## config.mk

```make
export PLATFORM = sky130hd
export DESIGN_NAME = ks_wide_add_scheduler
export DESIGN_NICKNAME = d
export VERILOG_FILES = /design/src/rtl/ks_wide_add_scheduler.sv
export SDC_FILE = /design/constraint.sdc
export NUM_CORES = 1
export LEC_CHECK = 0
export CELL_PAD_IN_SITES_DETAIL_PLACEMENT = 1
export CELL_PAD_IN_SITES_GLOBAL_PLACEMENT = 2
export CORE_ASPECT_RATIO = 0.9
export CORE_UTILIZATION = 28
export DETAILED_ROUTE_END_ITERATION = 10
export GPL_TIMING_DRIVEN = 0
export PLACE_DENSITY_LB_ADDON = 0.1
export SLEW_MARGIN = 20
export SYNTH_ARGS = -nofsm -noshare
export SYNTH_HDL_FRONTEND = slang
export SYNTH_SLANG_ARGS = --single-unit
```

## constraint.sdc

```tcl
create_clock -name clk -period 4.96 [get_ports clk]
set_clock_uncertainty 0.2 [all_clocks]
set_input_delay 0.992 -clock clk [delete_from_list [all_inputs] [get_ports clk]]
set_output_delay 0.992 -clock clk [all_outputs]
set_load 0.02 [all_outputs]
```

## src/rtl/ks_wide_add_scheduler.sv

```systemverilog
// Arbitrates two requesters onto one shared 16-bit prefix adder and walks a
// multi-word addition through it one slice per cycle, carrying via a register.
module ks_wide_add_scheduler #(
    parameter int WORDS = 4
) (
    input  logic                  clk,
    input  logic                  rst,

    input  logic                  req0_valid,
    output logic                  req0_ready,
    input  logic [16*WORDS-1:0]   req0_a,
    input  logic [16*WORDS-1:0]   req0_b,
    input  logic                  req0_cin,

    input  logic                  req1_valid,
    output logic                  req1_ready,
    input  logic [16*WORDS-1:0]   req1_a,
    input  logic [16*WORDS-1:0]   req1_b,
    input  logic                  req1_cin,

    output logic                  res_valid,
    input  logic                  res_ready,
    output logic [16*WORDS-1:0]   res_sum,
    output logic                  res_cout,
    output logic                  res_id,

    output logic [15:0]           ks_a,
    output logic [15:0]           ks_b,
    output logic                  ks_cin,
    input  logic [16:0]           ks_sum
);

    localparam int W     = 16 * WORDS;
    localparam int IDX_W = (WORDS > 1) ? $clog2(WORDS) : 1;
    localparam logic [IDX_W-1:0] LAST_IDX = IDX_W'(WORDS - 1);

    typedef enum logic [1:0] {
        IDLE,
        RUN,
        DONE
    } state_e;

    state_e           state_q;
    logic             prio_q;
    logic [IDX_W-1:0] idx_q;
    logic             carry_q;
    logic [W-1:0]     a_q;
    logic [W-1:0]     b_q;
    logic             res_valid_q;
    logic [W-1:0]     res_sum_q;
    logic             res_cout_q;
    logic             res_id_q;

    logic             grant0;
    logic             grant1;
    logic             accept;
    logic [W-1:0]     a_d;
    logic [W-1:0]     b_d;
    logic             cin_d;

    // NOTE: ready is a combinational function of valid and the priority bit, so
    // a requester sees its grant in the same cycle it raises valid.
    assign grant0     = req0_valid & (~req1_valid | ~prio_q);
    assign grant1     = req1_valid & ~grant0;
    assign req0_ready = (state_q == IDLE) & grant0;
    assign req1_ready = (state_q == IDLE) & grant1;
    assign accept     = req0_ready | req1_ready;

    assign a_d   = grant1 ? req1_a   : req0_a;
    assign b_d   = grant1 ? req1_b   : req0_b;
    assign cin_d = grant1 ? req1_cin : req0_cin;

    // The adder sees zeros whenever no slice is being processed.
    always_comb begin
        ks_a   = '0;
        ks_b   = '0;
        ks_cin = 1'b0;
        if (state_q == RUN) begin
            ks_a   = a_q[16*idx_q +: 16];
            ks_b   = b_q[16*idx_q +: 16];
            ks_cin = carry_q;
        end
    end

    // NOTE: operand registers carry no reset; they are always reloaded on
    // acceptance before being read, so resetting them buys nothing.
    always_ff @(posedge clk) begin
        if (accept) begin
            a_q <= a_d;
            b_q <= b_d;
        end
    end

    always_ff @(posedge clk) begin
        if (rst) begin
            state_q     <= IDLE;
            prio_q      <= 1'b0;
            idx_q       <= '0;
            carry_q     <= 1'b0;
            res_valid_q <= 1'b0;
            res_sum_q   <= '0;
            res_cout_q  <= 1'b0;
            res_id_q    <= 1'b0;
        end else begin
            case (state_q)
                IDLE: begin
                    if (accept) begin
                        res_id_q <= grant1;
                        idx_q    <= '0;
                        carry_q  <= cin_d;
                        state_q  <= RUN;
                    end
                end
                RUN: begin
                    res_sum_q[16*idx_q +: 16] <= ks_sum[15:0];
                    carry_q                   <= ks_sum[16];
                    if (idx_q == LAST_IDX) begin
                        idx_q       <= '0;
                        res_cout_q  <= ks_sum[16];
                        res_valid_q <= 1'b1;
                        state_q     <= DONE;
                    end else begin
                        idx_q <= idx_q + IDX_W'(1);
                    end
                end
                DONE: begin
                    if (res_ready) begin
                        res_valid_q <= 1'b0;
                        prio_q      <= ~res_id_q;
                        state_q     <= IDLE;
                    end
                end
                default: state_q <= IDLE;
            endcase
        end
    end

    assign res_valid = res_valid_q;
    assign res_sum   = res_sum_q;
    assign res_cout  = res_cout_q;
    assign res_id    = res_id_q;

endmodule

```

==> impl_metrics.tcl, run 1 <==
set metrics [dict create \
    status "finished clean" \
    met2RoutedLength_microns 15000 \
    fp.dieH_microns 175 \
    clock-root-buffer "clkbuf_16" \
    fillers 3390 \
    power_density_nw_per_um2 296 \
    io_pins 382 \
    antenna_violating_nets_post_route 0 \
    first_pass_grt_wire_length_microns 47300 \
    synth_enable_flop_cells 128 \
    flip_flop_and_latch_area_sq_um 5310 \
    fp.coreArea_sq_um 32300 \
    yosysSeqAreaShare_pct 57.1 \
    max-clock-path-buffers 3 \
    worst_hold_slack_ps 255 \
    grt_util_all_layers_pct 18.5 \
    wirelength_met1_microns 13300 \
    clock.fmax_mhz 239 \
    layout-drive-gt1-share_pct 22.0 \
    finalHoldViolations 0 \
    postPlaceCellArea_sq_um 13700 \
    synth.net_count 933 \
    post_synthesis_cell_type_count 41 \
    grt_pass1_vias 7729 \
    setup_viol 0 \
    ff2ff_setup_slack_ps 2070 \
    cts_resized 0 \
    timing.setup.critical_path_class "in -> out" \
    cts_htree_levels 1 \
    gr-total-overflow 0 \
    synthCells 649 \
    post_drt_wl_per_cell_microns 21.3 \
    initial_core_util_pct 28.8 \
    chipWidth_microns 194 \
    areaGrowthSynthToFinish_pct 54.9 \
    required_ps 3770 \
    slew_headroom_pct 48.5 \
    max-cap-violations 0 \
    detailroute.wirelength.met3_microns 2590 \
    synth-warning-count 0 \
    placementRows 62 \
    rsz0062_at_grt "false" \
    worst_ir_drop_vdd_mv 0.163 \
    maxUsedRoutingLayer "met5" \
    fin_util_pct 44.6 \
    yosysTopAreaCellShare_pct 41.4 \
    synth.largest_area_cell "edfxtp_1" \
    max_slew_violation_total_from_the_final_report 0 \
    synth_async_sr_flop_share_pct 0 \
    hold_path_class "reg -> reg" \
    final_cell_area_sq_um 14400 \
    wl_microns 31700 \
    cts_buf_count 23 \
    final_net_count 1341 \
    clock_insertion_delay_at_the_later_pin_of_the_skew_report_ps 500 \
    place.port_buffers 381 \
    multi_input_area_sq_um 3600 \
    synth.cells.most_frequent "edfxtp_1, mux2_2, dfxtp_1" \
    path_clk_slew_ps 60 \
    post-cts-setup-buffers 0 \
    worst_ep_arrival_time_ps 3000 \
    postSynthRegisterBits 201 \
    postSynthAreaPerCell_sq_um 14.3 \
    detailed_routing_iteration_count_for_the_pre_antenna_repair_pass 4 \
    worst-slew-pin-transition_ps 773 \
    yosys-top-cells-area "edfxtp_1, dfxtp_1, mux2_2" \
    fin_tns_setup_ps 0 \
    clock_sinks 201 \
    finalWeightedCongestion 0.757 \
    drtIter0Drc 251 \
    tritoncts "yes" \
    vias 7072 \
    fp.dieArea_sq_um 33900 \
    worstPathMaxFanout 10 \
    endpoint_kind "primary output" \
    drc 0 \
    antenna_found_initial 3 \
    total_leakage_power_nw 5.02 \
    cts_hold_repair.buffers 0 \
    post-route-min-period_ps 4190 \
    synth_flop_cell "edfxtp_1" \
    via_per_inst 4.75 \
    grt_max_degree 54 \
    post_synth_instance_area_sq_um 9290 \
    hpwl_microns 24500 \
    critPathLaunchType "primary input" \
    timing.final.crit_share_pct 84.4 \
]
## cells by family after synthesis
logic type,synth area share (%)
AOI/OAI and AO/OA,6.34
adders and majority gates,0.539
buffers and inverters,4.30
DFF,57.1
muxes,23.7
and+or+nand+nor,8.05
## critical path, cell delays in order
cell and delay (ps):
clkdlybuf4s50_1 610, nand2_1 140, buf_4 220, buf_6 170
nor3_1 150, clkdlybuf4s50_1 720
## cells in the final DEF (no fill, tap or decap), types with 19 or more instances in the layout
cell type        count
clkdlybuf4s50_1    381
dfxtp_1             73
a21oi_1             21
clkbuf_1            20
mux2_2             128
edfxtp_1           128
nor2_1              54
mux4_2              27
a32oi_1             49
and2_1              34
nand2_1             19
clkbuf_16           23
## stage by stage
stage,cells,power (W),worst slack (ps)
2_1_floorplan,649,0.00229,388
3_3_place_gp,1446,0.00270,-1530
3_5_place_dp,1448,0.00271,731
4_1_cts,1489,0.00433,626
5_1_grt,1490,0.00443,516
6_report,1490,0.00426,772
## state kept, by name (all words and copies together) (netlist names)
signal     flops
prio_q         1
res_sum       64
res_id         1
idx_q          2
a_q           64
res_cout       1
carry_q        1
state_q        2
res_valid      1
b_q           64
## path summary, 6_finish.rpt
check | from | to | depth (start not counted)
worst max register to register | idx_q[1] | res_sum[57] | 9
worst max-delay path | req1_valid | req1_ready | 6
worst min-delay path | res_sum[1] | res_sum[1] | 2
worst min register to register | res_sum[1] | res_sum[1] | 2
## power by group
part / internal [W] / switching [W] / leakage [nW] / total (W)
logic: 0.000433 / 0.000301 / 2.84 / 0.000733
clock network: 0.000942 / 0.000659 / 0.353 / 0.00160
registers: 0.00190 / 0.0000265 / 1.83 / 0.00193
total: 0.00328 / 0.000987 / 5.02 / 0.00426
## final cells by class
cell class / instances / share of cell area, %
Antenna cell: 1 / 0.0174
Buffer: 55 / 2.69
Clock buffer: 36 / 4.76
Clock inverter: 5 / 0.156
Inverter: 3 / 0.0782
Multi-Input combinational cell: 390 / 25.0
Sequential cell: 201 / 36.9
Tap cell: 416 / 3.62
Timing Repair Buffer: 383 / 26.8
## routing by layer
| layer | GRT usage, % | vias up |
|---|---|---|
| met5 | 0 | - |
| met4 | 4.83 | 4 |
| met3 | 5.54 | 42 |
| met2 | 31.4 | 281 |
| met1 | 23.0 | 3429 |
| li1 | - | 3316 |
No activity file was read; power rests on OpenSTA's default activity.
==> run 2: changes to the inputs <==
==> constraint.sdc (replaced) <==
create_clock -name clk -period 4.02 [get_ports clk]
set_clock_uncertainty 0.2 [all_clocks]
set_input_delay 0.804 -clock clk [delete_from_list [all_inputs] [get_ports clk]]
set_output_delay 0.804 -clock clk [all_outputs]
set_load 0.02 [all_outputs]
==> impl_metrics.tcl, run 2 (synthesis gave the netlist of run 1 again) <==
set metrics [dict create \
    status "finished clean" \
    fp.dieArea_sq_um 33900 \
    max-cap-violations 0 \
    finalHoldViolations 0 \
    worstPathMaxFanout 10 \
    grt_max_degree 52 \
    timing.setup.critical_path_class "reg -> out" \
    finalWeightedCongestion 0.768 \
    place.port_buffers 381 \
    max-clock-path-buffers 3 \
    tritoncts "yes" \
    cts_hold_repair.buffers 0 \
    fillers 3367 \
    layout_setup_ws_ps 311 \
    via_per_inst 4.76 \
    pwr-share-seq_pct 43.8 \
    placementRows 62 \
    fp.coreArea_sq_um 32300 \
    worst_ep_arrival_time_ps 2710 \
    grt_util_all_layers_pct 19.0 \
    first_pass_grt_wire_length_microns 48400 \
    total_leakage_power_nw 5.06 \
    chipWidth_microns 194 \
    gr-total-overflow 0 \
    post-cts-setup-buffers 0 \
    areaGrowthSynthToFinish_pct 55.6 \
    fin_util_pct 44.8 \
    path_clk_slew_ps 60 \
    cts_buf_count 24 \
    worst-slew-pin-transition_ps 627 \
    power_frac_comb_pct 16.8 \
    critPathLaunchType "register" \
    antenna_found_initial 0 \
    drtIter0Drc 304 \
    io_pins 382 \
    power_switching_w 0.00125 \
    drc 0 \
    power_density_nw_per_um2 375 \
    internal_power_w 0.00418 \
    vias 7103 \
    clock_insertion_delay_at_the_later_pin_of_the_skew_report_ps 510 \
    cts_htree_levels 1 \
    initial_core_util_pct 28.8 \
    max_slew_violation_total_from_the_final_report 0 \
    setup_viol 0 \
    clock_sinks 201 \
    post_drt_wl_per_cell_microns 21.8 \
    wl_microns 32500 \
    slew_headroom_pct 58.2 \
    endpoint_kind "primary output" \
    flip_flop_and_latch_area_sq_um 5310 \
    multi_input_area_sq_um 3600 \
    switching_share_pct 23.0 \
    layout-drive-gt1-share_pct 22.0 \
    hold_path_class "reg -> reg" \
    worst_hold_slack_ps 253 \
    rsz0062_at_grt "false" \
    timing.final.crit_share_pct 92.3 \
    final_net_count 1342 \
    place_worst_setup_slack_ps 103 \
    fp.dieH_microns 175 \
    detailed_routing_iteration_count_for_the_pre_antenna_repair_pass 4 \
    clock-root-buffer "clkbuf_16" \
    num_antenna_cells 0 \
    layout_commonest_cell "clkdlybuf4s50_1" \
    worst_ir_drop_vdd_mv 0.236 \
    commonest_non_fill_non_tap_cells_in_the_layout "clkdlybuf4s50_1, mux2_2, edfxtp_1, dfxtp_1, nor2_1" \
    antenna_violating_nets_post_route 0 \
    required_ps 3020 \
    hpwl_microns 24900 \
    clock.fmax_mhz 270 \
    grt_pass1_vias 7813 \
    post-route-min-period_ps 3710 \
    clockPowerShare_pct 39.4 \
]
run 2: cell types whose count changed in the layout (fill, tap and decap cells not counted), sizes merged:
cell / change
dlymetal6s2s: +1
bufinv: +2
diode: -1
clkdlybuf4s50: -1
run 2: worst max-delay path, cell delays in order, from the launching register on:
cell and delay [ps]:
dfxtp_1 350, clkbuf_1 350, buf_2 390, mux4_2 370, and2_1 170, clkdlybuf4s50_1 560
run 2: metrics by stage:
step / total power [W] / area (sq um) / std cells / TNS [ps]
floorplan: 0.00283 / 9290 / 649 / 0
global placement: 0.00333 / 13600 / 1446 / -56880
detailed placement: 0.00335 / 13700 / 1448 / 0
CTS: 0.00550 / 14500 / 1491 / 0
global route: 0.00564 / 14500 / 1491 / 0
finish: 0.00543 / 14500 / 1491 / 0
run 2: final timing paths:
path                                  from     endpoint  slack (ps)  depth (start not counted)
worst min-delay path            res_sum[1]   res_sum[1]         250                          2
worst max register to register    idx_q[1]  res_sum[54]        1080                          9
worst max-delay path              idx_q[1]     ks_a[10]         310                          5
worst min register to register  res_sum[1]   res_sum[1]         250                          2
run 2: power groups by stage:
stage	clock, W	sequential [W]	combinational [W]
3_3_place_gp	0	0.00243	0.000907
5_1_grt	0.00227	0.00239	0.000980
6_report	0.00214	0.00238	0.000912
3_5_place_dp	0	0.00242	0.000926
2_1_floorplan	0	0.00243	0.000398
4_1_cts	0.00219	0.00238	0.000931
run 2: final cells by class:
class / instances / area share (%)
Buffer: 55 / 2.68
Inverter: 3 / 0.0779
Clock buffer: 36 / 4.73
Clock inverter: 7 / 0.562
Tap cell: 416 / 3.60
Multi-Input combinational cell: 390 / 24.9
Timing Repair Buffer: 383 / 26.8
Sequential cell: 201 / 36.7
run 2: what timing repair did:
action	in CTS	in global routing
endpoints found under the setup margin	6	1
gates resized for setup	1	1
gates cloned	0	0
run 2: metal layers:
metal | global-route usage, % | share of wire, % | up-vias
met5 | 0 | 0 | -
met4 | 4.60 | 2.2 | 0
met3 | 5.54 | 7.2 | 48
met2 | 32.7 | 48 | 268
met1 | 23.4 | 42 | 3470
li1 | - | - | 3317
==> run 3: changes to the inputs <==
--- a/config.mk
+++ b/config.mk
@@ -5,6 +5,7 @@
 export SDC_FILE = /design/constraint.sdc
 export NUM_CORES = 1
 export LEC_CHECK = 0
+export CAP_MARGIN = 20
 export CELL_PAD_IN_SITES_DETAIL_PLACEMENT = 1
 export CELL_PAD_IN_SITES_GLOBAL_PLACEMENT = 2
 export CORE_ASPECT_RATIO = 0.9
==> impl_metrics.tcl, run 3 (synthesis gave the netlist of run 1 again) <==
set metrics [dict create \
    status "finished clean" \
    power.total_w 0.00543 \
    clock.fmax_mhz 270 \
    num_antenna_cells 0 \
    cts_buf_count 24 \
    clock-root-buffer "clkbuf_16" \
    rsz0062_at_grt "false" \
    initial_core_util_pct 28.8 \
    drc 0 \
    post-cts-setup-buffers 0 \
    layout_setup_ws_ps 311 \
    path_clk_slew_ps 60 \
    switching_share_pct 23.0 \
    power_density_nw_per_um2 375 \
    drtIter0Drc 304 \
    total_leakage_power_nw 5.06 \
    internal_power_w 0.00418 \
    worstPathMaxFanout 10 \
    antenna_violating_nets_post_route 0 \
    max_slew_violation_total_from_the_final_report 0 \
    areaGrowthSynthToFinish_pct 55.6 \
    commonest_non_fill_non_tap_cells_in_the_layout "clkdlybuf4s50_1, mux2_2, edfxtp_1, dfxtp_1, nor2_1" \
    place.port_buffers 381 \
    required_ps 3020 \
    clock_sinks 201 \
    finalWeightedCongestion 0.768 \
    power_frac_comb_pct 16.8 \
    grt_max_degree 52 \
    fp.dieH_microns 175 \
    power_switching_w 0.00125 \
    detailed_routing_iteration_count_for_the_pre_antenna_repair_pass 4 \
    hold_path_class "reg -> reg" \
    gr-total-overflow 0 \
    antenna_found_initial 0 \
    io_pins 382 \
    clockPowerShare_pct 39.4 \
    hpwl_microns 24900 \
    vias 7103 \
    grt_pass1_vias 7813 \
    fp.coreArea_sq_um 32300 \
    place_worst_setup_slack_ps 103 \
    worst_ir_drop_vdd_mv 0.236 \
    clock_insertion_delay_at_the_later_pin_of_the_skew_report_ps 510 \
    via_per_inst 4.76 \
    critical_path.max_stage_delay_ps 560 \
    finalHoldViolations 0 \
    final_net_count 1342 \
    timing.final.crit_share_pct 92.3 \
    chipWidth_microns 194 \
    first_pass_grt_wire_length_microns 48400 \
    max-clock-path-buffers 3 \
    layout_commonest_cell "clkdlybuf4s50_1" \
    post_drt_wl_per_cell_microns 21.8 \
    wl_microns 32500 \
    cts_htree_levels 1 \
    post-route-min-period_ps 3710 \
    critPathLaunchType "register" \
    slew_headroom_pct 58.2 \
    worst_ep_arrival_time_ps 2710 \
    placementRows 62 \
    timing.setup.critical_path_class "reg -> out" \
    max-cap-violations 0 \
    cp_slowest_cell "clkdlybuf4s50_1" \
    cts_resized 1 \
    tritoncts "yes" \
    critical_path.cell_chain "clkbuf_1, buf_2, mux4_2, and2_1, clkdlybuf4s50_1" \
    layout-drive-gt1-share_pct 22.0 \
    pwr-share-seq_pct 43.8 \
    worst-slew-pin-transition_ps 627 \
    grt_util_all_layers_pct 19.0 \
    fp.dieArea_sq_um 33900 \
    cts_hold_repair.buffers 0 \
    endpoint_kind "primary output" \
    setup_viol 0 \
]
[run 3: cell counts in the layout (fill, tap and decap cells not counted)]
Identical to the previous run, type by type.
[run 3: path summary, 6_finish.rpt]
kind                                 start          end  slack [ps]  cells after the start
worst min register to register  res_sum[1]   res_sum[1]         250                      2
worst max-delay path              idx_q[1]     ks_a[10]         310                      5
worst max register to register    idx_q[1]  res_sum[54]        1080                      9
worst min-delay path            res_sum[1]   res_sum[1]         250                      2
[run 3: power by group through the flow]
stage	sequential (W)	combinational, W	clock (W)
6_report	0.00238	0.000912	0.00214
5_1_grt	0.00239	0.000980	0.00227
4_1_cts	0.00238	0.000931	0.00219
3_5_place_dp	0.00242	0.000926	0
3_3_place_gp	0.00243	0.000907	0
2_1_floorplan	0.00243	0.000398	0
[run 3: per-layer routing]
metal / global-route usage, % / up-vias / part of all wire (%)
li1: - / 3317 / -
met1: 23.4 / 3470 / 42
met4: 4.60 / 0 / 2.2
met3: 5.54 / 48 / 7.2
met2: 32.7 / 268 / 48
met5: 0 / - / 0
[run 3: critical path, delay by kind of cell, from the launching register on]
family / cells / cell delay (ps)
simple gates: 1 / 170
flops: 1 / 350
mux: 1 / 370
buf+inv: 3 / 1300
[run 3: layout make-up]
| cell class | count | area, sq um |
|---|---|---|
| fill | 3367 | 17800 |
| inverter | 3 | 11.3 |
| clock inverter | 7 | 81.3 |
| clock buffer | 36 | 684 |
| sequential | 201 | 5310 |
| timing repair buffer | 383 | 3870 |
| multi-input combinational | 390 | 3600 |
| tap | 416 | 520 |
| buffer | 55 | 388 |
[run 3: stage by stage]
| step | TNS [ps] | utilization, % | cells | hold slack (ps) | area, sq um |
|---|---|---|---|---|---|
| after floorplan | 0 | - | 649 | 277 | 9290 |
| after global placement | -56880 | 42.2 | 1446 | 240 | 13600 |
| after detailed placement | 0 | 42.4 | 1448 | 247 | 13700 |
| after CTS | 0 | 44.8 | 1491 | 255 | 14500 |
| after global routing | 0 | 44.8 | 1491 | 276 | 14500 |
| final | 0 | 44.8 | 1491 | 253 | 14500 |
